File: src/rtl/seq_control_unit.sv
`default_nettype none
// +--------------------------------------------------------------------------+
// | seq_control_unit: SC, run flop S and registered decode for the basic     |
// | accumulator CPU. INTERRUPT_EN adds IEN/R, interrupt cycle and I/O group.  |
// | Revision 1.0                                                             |
// +--------------------------------------------------------------------------+
module seq_control_unit #(
   parameter int ADDR_W = 12,
   parameter int SC_W   = 3
) (
   input  logic                  clk,
   input  logic                  rst_n,
   input  logic                  start,
   input  logic [ADDR_W+3:0]     ir,
   input  logic                  ac_zero,
   input  logic                  ac_neg,
   input  logic                  dr_zero,
   input  logic                  e_bit,
   input  logic                  fgi,
   input  logic                  fgo,
   output logic                  running,
   output logic [(2**SC_W)-1:0]  t,
   output logic [7:0]            d,
   output logic [2:0]            ar_ctl,
   output logic [2:0]            pc_ctl,
   output logic [2:0]            dr_ctl,
   output logic [2:0]            ac_ctl,
   output logic [2:0]            ir_ctl,
   output logic [11:0]           alu_op,
   output logic                  mem_rd,
   output logic                  mem_wr,
   output logic [2:0]            bus_sel
);

   localparam int WORD_W = ADDR_W + 4;
   localparam int T_W    = 2**SC_W;
   localparam logic [SC_W-1:0] SC_MAX = {SC_W{1'b1}};

   localparam int LD  = 2;
   localparam int INR = 1;
   localparam int CLR = 0;

   localparam int ALU_AND = 11;
   localparam int ALU_ADD = 10;
   localparam int ALU_LDA = 9;
   localparam int ALU_CLE = 8;
   localparam int ALU_CMA = 7;
   localparam int ALU_CME = 6;
   localparam int ALU_CIR = 5;
   localparam int ALU_CIL = 4;
   localparam int ALU_INC = 3;
   localparam int ALU_CLA = 2;
   localparam int ALU_ISZ = 1;
   localparam int ALU_HLT = 0;

   localparam logic [2:0] BUS_NONE = 3'd0;
   localparam logic [2:0] BUS_AR   = 3'd1;
   localparam logic [2:0] BUS_PC   = 3'd2;
   localparam logic [2:0] BUS_DR   = 3'd3;
   localparam logic [2:0] BUS_AC   = 3'd4;
   localparam logic [2:0] BUS_IR   = 3'd5;
   localparam logic [2:0] BUS_MEM  = 3'd7;

   logic            s_q, s_d;
   logic [SC_W-1:0] sc_q, sc_d;
   logic [7:0]      d_q, d_d;
   logic            i_q, i_d;
   logic            r_q;

   logic [T_W-1:0]  t_dec;
   logic [11:0]     b;
   logic [2:0]      op;
   logic            rr;
   logic            sc_clr;

   assign t_dec   = {{(T_W-1){1'b0}}, 1'b1} << sc_q;
   assign t       = s_q ? t_dec : '0;
   assign running = s_q;
   assign d       = d_q;
   assign b       = ir[11:0];
   assign op      = ir[WORD_W-2:WORD_W-4];
   assign rr      = t[3] & d_q[7] & ~i_q;

   assign sc_clr = (r_q & t[2]) | (t[3] & d_q[7])
                 | (t[4] & (d_q[3] | d_q[4]))
                 | (t[5] & (d_q[0] | d_q[1] | d_q[2] | d_q[5]))
                 | (t[6] & d_q[6]);

   always_ff @(posedge clk) begin
      if (!rst_n) begin
         s_q  <= 1'b0;
         sc_q <= '0;
         d_q  <= '0;
         i_q  <= 1'b0;
      end else begin
         s_q  <= s_d;
         sc_q <= sc_d;
         d_q  <= d_d;
         i_q  <= i_d;
      end
   end

   // Reaching SC_MAX without an end-of-instruction clear is illegal; fold back to T0.
   always_comb begin
      s_d  = s_q;
      sc_d = sc_q;
      d_d  = d_q;
      i_d  = i_q;
      if (!s_q) begin
         sc_d = '0;
         if (start) s_d = 1'b1;
      end else begin
         if (sc_clr || sc_q == SC_MAX) sc_d = '0;
         else                          sc_d = sc_q + SC_W'(1);
         if (rr && b[0]) s_d = 1'b0;
         if (t[2] && !r_q) begin
            d_d = 8'd1 << op;
            i_d = ir[WORD_W-1];
         end
      end
   end

`ifdef INTERRUPT_EN
   logic ien_q, ien_d, r_d, io;

   assign io = t[3] & d_q[7] & i_q;

   always_ff @(posedge clk) begin
      if (!rst_n) begin
         r_q   <= 1'b0;
         ien_q <= 1'b0;
      end else begin
         r_q   <= r_d;
         ien_q <= ien_d;
      end
   end

   always_comb begin
      r_d   = r_q;
      ien_d = ien_q;
      if (s_q && !(t[0] | t[1] | t[2]) && ien_q && (fgi | fgo)) r_d = 1'b1;
      if (r_q && t[2]) begin
         r_d   = 1'b0;
         ien_d = 1'b0;
      end
      if (io && b[7]) ien_d = 1'b1;
      if (io && b[6]) ien_d = 1'b0;
   end
`else
   logic unused_flags;
   assign r_q          = 1'b0;
   assign unused_flags = fgi ^ fgo;
`endif

   always_comb begin
      ar_ctl  = '0;
      pc_ctl  = '0;
      dr_ctl  = '0;
      ac_ctl  = '0;
      ir_ctl  = '0;
      alu_op  = '0;
      mem_rd  = 1'b0;
      mem_wr  = 1'b0;
      bus_sel = BUS_NONE;
      if (r_q) begin
         // Interrupt cycle: save PC into M[0] through DR, then vector to address 1.
         if (t[0]) begin ar_ctl[CLR] = 1'b1; bus_sel = BUS_PC; dr_ctl[LD] = 1'b1; end
         if (t[1]) begin mem_wr = 1'b1; pc_ctl[CLR] = 1'b1; bus_sel = BUS_DR; end
         if (t[2]) pc_ctl[INR] = 1'b1;
      end else begin
         if (t[0]) begin bus_sel = BUS_PC; ar_ctl[LD] = 1'b1; end
         if (t[1]) begin
            mem_rd = 1'b1; bus_sel = BUS_MEM; ir_ctl[LD] = 1'b1; pc_ctl[INR] = 1'b1;
         end
         if (t[2]) begin bus_sel = BUS_IR; ar_ctl[LD] = 1'b1; end
      end
      if (t[3] && !d_q[7] && i_q) begin
         mem_rd = 1'b1; bus_sel = BUS_MEM; ar_ctl[LD] = 1'b1;
      end
      if (rr) begin
         alu_op[ALU_CLA] = b[11];
         alu_op[ALU_CLE] = b[10];
         alu_op[ALU_CMA] = b[9];
         alu_op[ALU_CME] = b[8];
         alu_op[ALU_CIR] = b[7];
         alu_op[ALU_CIL] = b[6];
         alu_op[ALU_INC] = b[5];
         alu_op[ALU_HLT] = b[0];
         ac_ctl[CLR]     = b[11];
         ac_ctl[LD]      = b[9] | b[7] | b[6];
         ac_ctl[INR]     = b[5];
         pc_ctl[INR]     = (b[4] & ~ac_neg) | (b[3] & ac_neg)
                         | (b[2] & ac_zero) | (b[1] & ~e_bit);
      end
`ifdef INTERRUPT_EN
      if (io) begin
         ac_ctl[LD]  = b[11];
         if (b[10]) bus_sel = BUS_AC;
         pc_ctl[INR] = (b[9] & fgi) | (b[8] & fgo);
      end
`endif
      if (t[4]) begin
         if (d_q[0] | d_q[1] | d_q[2] | d_q[6]) begin
            mem_rd = 1'b1; bus_sel = BUS_MEM; dr_ctl[LD] = 1'b1;
         end
         if (d_q[3]) begin bus_sel = BUS_AC; mem_wr = 1'b1; end
         if (d_q[4]) begin bus_sel = BUS_AR; pc_ctl[LD] = 1'b1; end
         if (d_q[5]) begin bus_sel = BUS_PC; mem_wr = 1'b1; ar_ctl[INR] = 1'b1; end
      end
      if (t[5]) begin
         alu_op[ALU_AND] = d_q[0];
         alu_op[ALU_ADD] = d_q[1];
         alu_op[ALU_LDA] = d_q[2];
         ac_ctl[LD]      = d_q[0] | d_q[1] | d_q[2];
         if (d_q[5]) begin bus_sel = BUS_AR; pc_ctl[LD] = 1'b1; end
         if (d_q[6]) begin dr_ctl[INR] = 1'b1; alu_op[ALU_ISZ] = 1'b1; end
      end
      if (t[6] && d_q[6]) begin
         bus_sel = BUS_DR; mem_wr = 1'b1; pc_ctl[INR] = dr_zero;
      end
   end

endmodule
`default_nettype wire
File: config.mk
export PLATFORM = sky130hd
export DESIGN_NAME = seq_control_unit
export DESIGN_NICKNAME = d
export VERILOG_FILES = /design/src/rtl/seq_control_unit.sv
export SDC_FILE = /design/constraint.sdc
export NUM_CORES = 1
export LEC_CHECK = 0
export BUFFER_PORTS_ARGS = -buffer_cell sky130_fd_sc_hd__buf_2
export CORE_UTILIZATION = 44
export DETAILED_ROUTE_END_ITERATION = 8
export PLACE_DENSITY = 0.91
export SYNTH_ARGS = -nofsm -noshare
export SYNTH_HDL_FRONTEND = slang
export SYNTH_SLANG_ARGS = --single-unit
File: constraint.sdc
create_clock -name clk -period 3.6 [get_ports clk]
set_clock_uncertainty 0.15 [all_clocks]
set_input_delay 0.54 -clock clk [delete_from_list [all_inputs] [get_ports clk]]
set_output_delay 0.54 -clock clk [all_outputs]
set_load 0.02 [all_outputs]
* Word level (Yosys, flattened, before mapping)
Cells that the tools add are included. W data, S select, Z words.
Word-level totals: output and inout bits 49, bits in registers 13, logic and storage cells 87
Cells by class: bitwise operators 27, muxes and demuxes 44, shift-type cells 2, equal/unequal tests 1, $add $sub $neg 1, reductions and logical operators 8
Operators by type and width (count):
- $mux W3 | 13
- $mux W1 | 28
- $shl A1 B3 Y8 const A | 2
- $or A1 B1 Y1 | 13
- $and A1 B1 Y1 | 9
- $mux W8 | 1
- $mux W7 | 1
- $not A1 Y1 | 5
- $logic_and A1 B1 Y1 | 4
- $add A3 B1 Y3 const B | 1
- $eq A3 B3 Y1 const B | 1
- $reduce_or A3 Y1 | 1
- $mux W2 | 1
- $reduce_and A2 Y1 | 1
- $logic_not A1 Y1 | 1
- $logic_or A1 B1 Y1 | 1

* Logic depth before layout (Yosys ltp)
Gate-level depths: netlist of the first run.
depth after elaboration 14, depth in mapped cells 7, gate-level depth less buffers 6

* Worst setup path before layout of the first run
No wires, ideal clock.
kind register to output, start reg sc_q[0], end out ac_ctl[2], required time 2.910 ns, cell stages (with the launch flop) 7, arrival 1.667 ns, path slack 1.243 ns, cell sequence dfxtp_1 > ha_1 > ha_1 > and4b_1 > clkbuf_1 > o31ai_1 > o21ai_0
On the way: cells in the longest elaborated chain, start to end 6
RTL lines:
- start, declared | line 65 | logic [SC_W-1:0] sc_q, sc_d;
- start signal, assigned | line 92 | sc_q <= '0;
- start signal, assigned | line 97 | sc_q <= sc_d;
- $shl A1 B3 Y8 * | line 76 | assign t_dec = {{(T_W-1){1'b0}}, 1'b1} << sc_q;
- $mux W8 * | line 77 | assign t = s_q ? t_dec : '0;
- $and A1 B1 Y1 (2 in a row) | line 82 | assign rr = t[3] & d_q[7] & ~i_q;
- $mux W3 | line 180 | if (rr) begin
- $mux W1 * | line 210 | if (t[5]) begin
- end, declared | line 27 | output logic [2:0] ac_ctl,
Mark *: on every way between the ends. The rest lies on a longest branch, timed or not.

* Final worst setup path of the first run
start reg sc_q[0], end out bus_sel[1]
On the way: cells in the longest elaborated chain, start to end 14
RTL lines:
- $shl A1 B3 Y8 * | line 76
- $mux W8 * | line 77
- $mux W2 | line 171 | if (t[0]) begin bus_sel = BUS_PC; ar_ctl[LD] = 1'b1; end
- $mux W3 | line 172 | if (t[1]) begin
- $mux W3 | line 175 | if (t[2]) begin bus_sel = BUS_IR; ar_ctl[LD] = 1'b1; end
- $mux W3 | line 177 | if (t[3] && !d_q[7] && i_q) begin
- $mux W3 | line 203 | if (d_q[0] | d_q[1] | d_q[2] | d_q[6]) begin
- $mux W3 | line 206 | if (d_q[3]) begin bus_sel = BUS_AC; mem_wr = 1'b1; end
- $mux W3 | line 207 | if (d_q[4]) begin bus_sel = BUS_AR; pc_ctl[LD] = 1'b1; end
- $mux W3 | line 208 | if (d_q[5]) begin bus_sel = BUS_PC; mem_wr = 1'b1; ar_ctl[INR] = 1'b1; end
- $mux W3 | line 202 | if (t[4]) begin
- $mux W3 | line 215 | if (d_q[5]) begin bus_sel = BUS_AR; pc_ctl[LD] = 1'b1; end
- $mux W3 | line 210
- $mux W3 * | line 218 | if (t[6] && d_q[6]) begin
- end, declared | line 32 | output logic [2:0] bus_sel
Marked as above.

==> qor.txt, run 1 <==
Core ar. - 2250 µm²
Drt pass-1 iters - 4
Dominant cells by area after synthesis - dfxtp_1, and2_1, buf_4
Final period utilization - 75.0%
Ys flop type - dfxtp_1
Top Ports - 74
Synth unique cells - 35
Initial antenna violation count - 0
Crit path kind - reg2out
Fin nets - 240
Commonest non-fill, non-tap cells in the layout - buf_2, nand2_1, and2_1, nor2_1, dfxtp_1
Crit path required time - 2910 ps
Die height - 51.4 µm
Share of layout cells above drive strength 1 - 34.6%
Area leader, netlist - dfxtp_1
Post-synth EDFFs - 0
Via total after detailed routing - 1,206
CP arrival - 2010 ps
Die area - 2640 µm²
Number of max-slew violations in the final report - 0
Synth async-reset ratio - 0%
Number of clock sinks - 13
Clk pwr share - 30.8%
CP max-delay cell - or3_1
CTS tree - done
RSZ-0062 raised after global routing - no
Port bufs - 66
Top cell type's share of synthesized area - 24.2%
Hpwl dp - 2.07 mm
Final Critical Period - 2700 ps
Largest net degree at the start of global routing - 12
Synth Area in XOR/XNOR - 0%
CP endpoint kind - output pin
H-tree levels - 1
Clock tree root driver cell - clkbuf_4
Antenna Cells - 0
Clock buffer count from CTS - 3
Hold buffer count at cts - 0
Pleak - 0.000749 µW
Avg Vias per Cell - 5.11
Pint - 210 µW
Most common cell after layout, fill and taps aside - buf_2
Area Growth Syn to Fin - 29.0%
CTS max path bufs - 2
Total wire length - 2.60 mm
Total negative slack - 0 ps
Synth Cell Area - 1070 µm²
Post-synthesis mux area share - 0.931%
Simple-Gate Fraction of Synth Area - 32.1%
Post-synthesis cell count - 149
Hold Crit Class - reg2reg
Initial core utilization - 47.7%
Crit path cell chain - inv_1 > ha_1 > nand3_1 > or3_1 > a41o_1 > buf_2
Largest family of logic cells by synthesized area - simple AND/OR/NAND/NOR gates
Remaining DRCs - 0
Met2 usage - 34.4%
Ys Warns - 0
Grt met1 use - 23.9%
Row Count - 17
Max VDD drop - 0.182 mV
Number of synthesized register bits - 13
M3 GR Usage - 3.27%
Antenna Nets Post-Route - 0
Placer Congestion - 0.823
Sequential Power Share - 51.3%
Switching pwr - 79.1 µW
Status - finished, final reports clean
Post_cts resized - 0
Fin area - 1390 µm²
PD cells - 209 nW/µm²
Max-cap violations - 0
Sw Ratio - 27.3%
Placed cells - 232
CP max FO - 10
Drt wl/cell - 11.0 µm
Final hold violation count - 0
Clock insertion delay at the later pin of the skew report - 280 ps
Fillers - 218
Sequential-to-total area share from yosys stat - 24.2%
Cell Area, Placed - 1360 µm²
Vias in the first global route - 934
Synth Area in Compound Gates - 22.4%
Total congestion overflow - 0
Finished Layout Cells - 236
Setup violators final - 0
Overall Global Routing Usage - 20.0%
Highest cell delay on the worst timing path - 440 ps
Combinational power share - 17.9%
Clk slew on worst S/H paths - 70 ps
Syn Area/Cell - 7.21 µm²
Iter 0 DRT Violations - 23
First-pass GRT wire length - 3.92 mm
Post-CTS setup buffers - 0
Worst setup SP type - flip-flop
Die width - 51.4 µm
FMAX - 0.370 GHz
GRT busiest layer - met2
Synthesized-area fraction occupied by adder cells - 6.98%
## power groups by stage
stage	clock network (µW)	registers, µW	logic, µW
floorplan	0	151	35.7
finish	89.1	148	51.7
CTS	92.6	148	51.7
detailed placement	0	152	51.6
global route	101	149	57.2
global placement	0	152	51.1
## stage by stage
step	setup WS (ps)	hold slack (ps)	util [%]	total power (µW)
after floorplan	1240	283	-	187
after global placement	1220	302	60.3	203
after detailed placement	1210	317	60.3	204
after CTS	900	334	61.5	293
after global routing	733	340	61.5	308
final	900	327	61.5	289
## worst paths after layout
| check | from | to | slack, ps | cells after the start |
|---|---|---|---|---|
| setup reg to reg | running$_SDFF_PN0_ | d[1]$_SDFFE_PN0P_ | 1720 | 4 |
| hold / removal | sc_q[0]$_SDFF_PP0_ | sc_q[0]$_SDFF_PP0_ | 330 | 1 |
| setup / recovery | sc_q[0]$_SDFF_PP0_ | bus_sel[1] | 900 | 6 |
| hold reg to reg | sc_q[0]$_SDFF_PP0_ | sc_q[0]$_SDFF_PP0_ | 330 | 1 |
## final cells by class
type	instances	area [µm²]	share of cell area, %
flip-flops and latches	13	260	18.8
repair buffers	66	330	23.8
well taps	28	35.0	2.53
multi-input cells	113	689	49.7
clock buffers	4	26.3	1.90
inverters	12	45.0	3.25
## layer usage
metal | share of wire [%] | vias to the layer above | wire length [µm]
li1 | - | 613 | -
met1 | 43 | 518 | 1120
met2 | 45 | 69 | 1170
met3 | 10 | 6 | 264
met4 | 1.8 | 0 | 48
met5 | 0 | - | 0
## state kept, by name, indices dropped and copies added, names as in the netlist
signal / count
d: 8
i_q: 1
sc_q: 3
running: 1
## critical path: cells and delay by family, from the launching register on
family / cells / cell delay (ps)
AO/OA/AOI/OAI: 1 / 220
adder cells (fa/ha/maj): 1 / 210
buffers and inverters: 2 / 240
flip-flops: 1 / 340
AND/OR/NAND/NOR: 2 / 720
## Yosys cell counts, drive strengths merged, types with 2 or more instances
| cell type | n |
|---|---|
| a21oi | 3 |
| buf | 11 |
| inv | 12 |
| nor2 | 13 |
| o211ai | 2 |
| dfxtp | 13 |
| nand3 | 4 |
| clkbuf | 4 |
| nand3b | 2 |
| a21boi | 9 |
| o2111ai | 3 |
| o21ai | 11 |
| nand4b | 3 |
| nand2 | 20 |
| and2 | 16 |
| ha | 6 |
| o31ai | 2 |
## logic make-up (layout without fill, tap and decap cells)
logic type / Yosys count / count (layout)
compound gates: 36 / 36
fa+ha+maj: 6 / 6
buf+inv: 27 / 82
flops: 13 / 13
mux: 1 / 1
other cells: 1 / 5
simple gates: 65 / 65
Power figures use the tool's default switching activity.
==> run 2: changes to the inputs <==
Settings changed: CORE_UTILIZATION 44 to 41, PLACE_DENSITY 0.91 to 0.86.
Clock period 3.6 ns to 2.6 ns, I/O delays scaled along.
==> run 2 against run 1 <==
  * Hold slack got worse by 120 ps
  * Sequential power rose by 39%
  * Non-clock buffer count grew 1
  * Via count is 0.75% lower
  * Sequential share of layout area decreased by 0.15 points
  * Clock-buffer cell count shrank 1
  * Global-route usage decreased by 1.8 points
  * Core utilization decreased by 5.1 points
  * Clock power rose by 32%
  * Wire length is 0.96% lower
  * Setup slack worse by 790 ps
  * Critical path type unchanged
  * Largest power group unchanged
==> qor.txt, run 2 (same netlist as run 1, synthesis figures left out) <==
CP arrival - 1950 ps (was 2010 ps)
Clk pwr share - 29.9% (was 30.8%)
Post-CTS setup buffers - 0 (unchanged)
Slew Limit Headroom - 66.9%
Via total after detailed routing - 1,197 (was 1,206)
Antenna Nets Post-Route - 0 (unchanged)
Remaining DRCs - 0 (unchanged)
Most common cell after layout, fill and taps aside - buf_2 (unchanged)
Die height - 53.2 µm (was 51.4 µm)
Initial core utilization - 43.4% (was 47.7%)
PD cells - 283 nW/µm² (was 209 nW/µm²)
Actual slew at the worst max-slew pin - 492 ps
Hold buffer count at cts - 0 (unchanged)
Pleak - 0.000756 µW (was 0.000749 µW)
Avg Vias per Cell - 5.01 (was 5.11)
Clock buffer count from CTS - 3 (unchanged)
Post_cts resized - 0 (unchanged)
M3 GR Usage - 4.02% (was 3.27%)
Fin util - 56.4% (was 61.5%)
Share of layout cells above drive strength 1 - 35.4% (was 34.6%)
Port bufs - 66 (unchanged)
Final Critical Period - 2490 ps
Sw Ratio - 27.1% (was 27.3%)
Top Ports - 74 (unchanged)
CTS max path bufs - 2 (unchanged)
H-tree levels - 1 (unchanged)
Max-cap violations - 0 (unchanged)
Setup violators final - 0 (unchanged)
Commonest non-fill, non-tap cells in the layout - buf_2, nand2_1, and2_1, nor2_1, dfxtp_1 (unchanged)
Grt met1 use - 19.2% (was 23.9%)
Die area - 2830 µm² (was 2640 µm²)
Overall Global Routing Usage - 18.2% (was 20.0%)
Crit path required time - 2060 ps (was 2910 ps)
Final hold violation count - 0 (unchanged)
Total negative slack - 0 ps (unchanged)
Crit path kind - reg2out (unchanged)
Number of max-slew violations in the final report - 0 (unchanged)
Clock tree root driver cell - clkbuf_4 (unchanged)
Clock insertion delay at the later pin of the skew report - 270 ps (was 280 ps)
GRT busiest layer - met2 (unchanged)
Iter 0 DRT Violations - 17 (was 23)
First-pass GRT wire length - 3.78 mm (was 3.92 mm)
CP max FO - 6 (was 10)
Pint - 288 µW (was 210 µW)
Combinational power share - 18.1% (was 17.9%)
Drt wl/cell - 10.8 µm (was 11.0 µm)
Antenna Cells - 0 (unchanged)
Area Growth Syn to Fin - 30.0% (was 29.0%)
RSZ-0062 raised after global routing - no (unchanged)
Total congestion overflow - 0 (unchanged)
Sequential Power Share - 52.0% (was 51.3%)
Initial antenna violation count - 0 (unchanged)
Status - finished, final reports clean (unchanged)
Die width - 53.2 µm (was 51.4 µm)
Number of clock sinks - 13 (unchanged)
Final period utilization - 95.9%
Clk slew on worst S/H paths - 80 ps (was 70 ps)
Switching pwr - 107 µW (was 79.1 µW)
Vias in the first global route - 933 (was 934)
FMAX - 0.401 GHz
Max VDD drop - 0.254 mV (was 0.182 mV)
Core ar. - 2480 µm² (was 2250 µm²)
Worst setup SP type - flip-flop (unchanged)
Largest register FFs - 8 (unchanged)
Fin nets - 241 (was 240)
Drt pass-1 iters - 4 (unchanged)
CP endpoint kind - output pin (unchanged)
Placer Congestion - 0.920 (was 0.823)
Row Count - 18 (was 17)
Fillers - 248 (was 218)
CTS tree - done (unchanged)
Hold Crit Class - in2reg (was reg2reg)
Hpwl dp - 2.13 mm (was 2.07 mm)
Largest net degree at the start of global routing - 12 (unchanged)
Total wire length - 2.58 mm (was 2.60 mm)
Met2 usage - 34.4% (about the same)
run 2: power groups by stage:
stage,registers [µW],clock network (µW),logic (µW)
2_1_floorplan,209,0,49.4
3_3_place_gp,210,0,71.3
4_1_cts,206,123,72.2
5_1_grt,206,136,80.6
6_report,206,118,71.7
3_5_place_dp,210,0,72.1
run 2: layout make-up:
cell class | count | area (µm²) | area share [%]
inverter | 12 | 45.0 | 3.22
multi-input combinational | 113 | 689 | 49.3
sequential | 13 | 260 | 18.6
timing repair buffer | 67 | 338 | 24.2
tap | 30 | 37.5 | 2.69
clock buffer | 3 | 22.5 | 1.61
clock inverter | 1 | 5.00 | 0.358
run 2: per-stage QoR:
step / total power [µW] / instance area, µm² / hold slack [ps] / worst slack (ps) / instances
after floorplan: 259 / 1090 / 283 / 393 / 153
after global placement: 281 / 1370 / 302 / 404 / 235
after detailed placement: 282 / 1370 / 319 / 381 / 235
after CTS: 401 / 1400 / 204 / 81.2 / 239
after global routing: 422 / 1400 / 226 / 2.70 / 239
final: 396 / 1400 / 210 / 106 / 239
run 2: path summary, 6_finish.rpt:
kind                        endpoint               start  slack [ps]  depth (start not counted)
setup / recovery          bus_sel[1]  sc_q[0]$_SDFF_PP0_         110                          7
hold / removal    running$_SDFF_PN0_               start         210                          3
setup reg to reg   d[1]$_SDFFE_PN0P_  running$_SDFF_PN0_         710                          4
hold reg to reg   sc_q[0]$_SDFF_PP0_  sc_q[0]$_SDFF_PP0_         330                          1
run 2: per-layer routing:
metal | up-vias | routed length [µm]
met5 | - | 0
li1 | 617 | -
met4 | 0 | 10
met1 | 524 | 1060
met3 | 2 | 229
met2 | 54 | 1280
run 2: critical path, stage by stage (launching register included):
cell and delay [ps]:
dfxtp_1 340, ha_1 220, ha_1 200, and2_1 150
nand3b_1 210, o2111ai_1 150, a41o_1 270, buf_2 150
==> run 3: changes to the inputs <==
Settings changed: CORE_ASPECT_RATIO set to 2, RECOVER_POWER set to 25.
==> run 3 against run 2 <==
  * Cell area is 0.18% higher
  * Maximum frequency increased by 0.11%
  * Core utilization up 1.7 points
  * Clock-buffer cell count did not move
  * Global-route usage is 1.6 points higher
  * Sequential cell count stayed put
  * Die area increased by 0.44%
  * Critical path depth unchanged
  * Via count fell by 0.17%
  * Critical path type unchanged
  * Largest power group unchanged
==> qor.txt, run 3 (same netlist as run 1, synthesis figures left out) <==
Die area - 2840 µm² (was 2830 µm²)
Antenna Cells - 0 (unchanged)
RSZ-0062 raised after global routing - no (unchanged)
Fin area - 1400 µm² (about the same)
Drt pass-1 iters - 4 (unchanged)
Overall Global Routing Usage - 19.8% (was 18.2%)
Drt wl/cell - 11.4 µm (was 10.8 µm)
Post_cts resized - 0 (unchanged)
Highest cell delay on the worst timing path - 330 ps (was 340 ps)
Crit path cell chain - ha_1 > ha_1 > and2_1 > nand3b_1 > o2111ai_1 > a41o_1 > buf_2 (unchanged)
Total wire length - 2.69 mm (was 2.58 mm)
Cell Area, Placed - 1370 µm² (about the same)
Initial core utilization - 44.6% (was 43.4%)
Setup violators final - 0 (unchanged)
Antenna Nets Post-Route - 0 (unchanged)
Row Count - 25 (was 18)
Total power - 453 µW (was 396 µW)
Avg Vias per Cell - 5.06 (was 5.01)
Core ar. - 2410 µm² (was 2480 µm²)
CTS max path bufs - 2 (unchanged)
Max-cap violations - 0 (unchanged)
Final Critical Period - 2490 ps (about the same)
Clk slew on worst S/H paths - 60 ps (was 80 ps)
Die height - 74.4 µm (was 53.2 µm)
Final period utilization - 95.8% (was 95.9%)
Clock insertion delay at the later pin of the skew report - 240 ps (was 270 ps)
Clock buffer count from CTS - 3 (unchanged)
Area Growth Syn to Fin - 30.3% (was 30.0%)
Crit path kind - reg2out (unchanged)
Largest net degree at the start of global routing - 12 (unchanged)
FMAX - 0.401 GHz (about the same)
Max VDD drop - 0.285 mV (was 0.254 mV)
Fin nets - 241 (unchanged)
GRT busiest layer - met2 (unchanged)
Total congestion overflow - 0 (unchanged)
Grt met1 use - 19.1% (was 19.2%)
Crit path required time - 2060 ps (about the same)
Cell family with the largest share of critical-path delay - adder cells (unchanged)
Vias in the first global route - 1,055 (was 933)
Status - finished, final reports clean (unchanged)
CP max-delay cell - dfxtp_1 (unchanged)
Buf/Inv on CP - 1 (unchanged)
Fin util - 58.1% (was 56.4%)
Slew Limit Headroom - 66.5% (was 66.9%)
Share of layout cells above drive strength 1 - 30.1% (was 35.4%)
Largest register FFs - 8 (unchanged)
Total negative slack - 0 ps (unchanged)
Pleak - 0.000727 µW (was 0.000756 µW)
PD cells - 323 nW/µm² (was 283 nW/µm²)
Top Ports - 74 (unchanged)
CP arrival - 1950 ps (about the same)
Most common cell after layout, fill and taps aside - buf_2 (unchanged)
Hold buffer count at cts - 0 (unchanged)
CTS tree - done (unchanged)
CP endpoint kind - output pin (unchanged)
Actual slew at the worst max-slew pin - 498 ps (was 492 ps)
Number of max-slew violations in the final report - 0 (unchanged)
Hpwl dp - 2.22 mm (was 2.13 mm)
Number of clock sinks - 13 (unchanged)
Iter 0 DRT Violations - 13 (was 17)
Met2 usage - 38.6% (was 34.4%)
Via total after detailed routing - 1,195 (was 1,197)
Final hold violation count - 0 (unchanged)
Clock tree root driver cell - clkbuf_8 (was clkbuf_4)
CP most frequent cell - ha_1 (unchanged)
Die width - 38.2 µm (was 53.2 µm)
First-pass GRT wire length - 4.17 mm (was 3.78 mm)
CP max FO - 6 (unchanged)
Placer Congestion - 0.828 (was 0.920)
Remaining DRCs - 0 (unchanged)
Worst setup SP type - flip-flop (unchanged)
H-tree levels - 1 (unchanged)
Hold Crit Class - in2reg (unchanged)
Post-CTS setup buffers - 0 (unchanged)
Commonest non-fill, non-tap cells in the layout - buf_2, nand2_1, and2_1, nor2_1, dfxtp_1 (unchanged)
Initial antenna violation count - 0 (unchanged)
Hold Slack - 243 ps (was 210 ps)
Port bufs - 66 (unchanged)
M3 GR Usage - 0% (was 4.02%)
run 3: cell count changes in the layout (fill, tap and decap cells not counted), moves of 3 or more:
cell      before  now
buf_2         66   57
clkbuf_8       0    3
clkbuf_4       3    0
clkbuf_1       0    9
run 3: final cells by class:
type | count | area [µm²]
fill | 249 | 1010
multi-input combinational | 113 | 688
timing repair buffer | 67 | 327
sequential | 13 | 260
inverter | 12 | 45.0
clock buffer | 3 | 41.3
tap | 27 | 33.8
clock inverter | 1 | 5.00
run 3: path summary, 6_finish.rpt:
check / start / endpoint / slack [ps] / cells after the start
worst min register to register: sc_q[0]$_SDFF_PP0_ / sc_q[0]$_SDFF_PP0_ / 310 / 1
worst max-delay path: sc_q[0]$_SDFF_PP0_ / bus_sel[1] / 110 / 7
worst min-delay path: start / running$_SDFF_PN0_ / 240 / 3
worst max register to register: running$_SDFF_PN0_ / d[1]$_SDFFE_PN0P_ / 690 / 4
run 3: metrics by stage:
step / worst slack [ps] / instances
2_1_floorplan: 393 / 153
3_3_place_gp: 390 / 232
3_5_place_dp: 355 / 232
4_1_cts: 98.3 / 236
5_1_grt: 35.3 / 236
6_report: 109 / 236
run 3: routing by layer:
| layer | wire length (µm) | part of all wire, % |
|---|---|---|
| met1 | 976 | 36 |
| met2 | 1540 | 57 |
| met3 | 136 | 5.1 |
| met4 | 35 | 1.3 |
| met5 | 0 | 0 |
run 3: power breakdown:
group,switching (µW),internal [µW],total (µW)
Combinational,42.1,29.5,71.6
Clock,69.6,105,175
Sequential,4.16,202,206
Total,116,337,453
run 3: worst register-to-register path: stages (launching register included):
cell and delay, ps:
dfxtp_1 490, and2b_1 280, nand2_1 250, or4b_1 530, a21boi_1 150
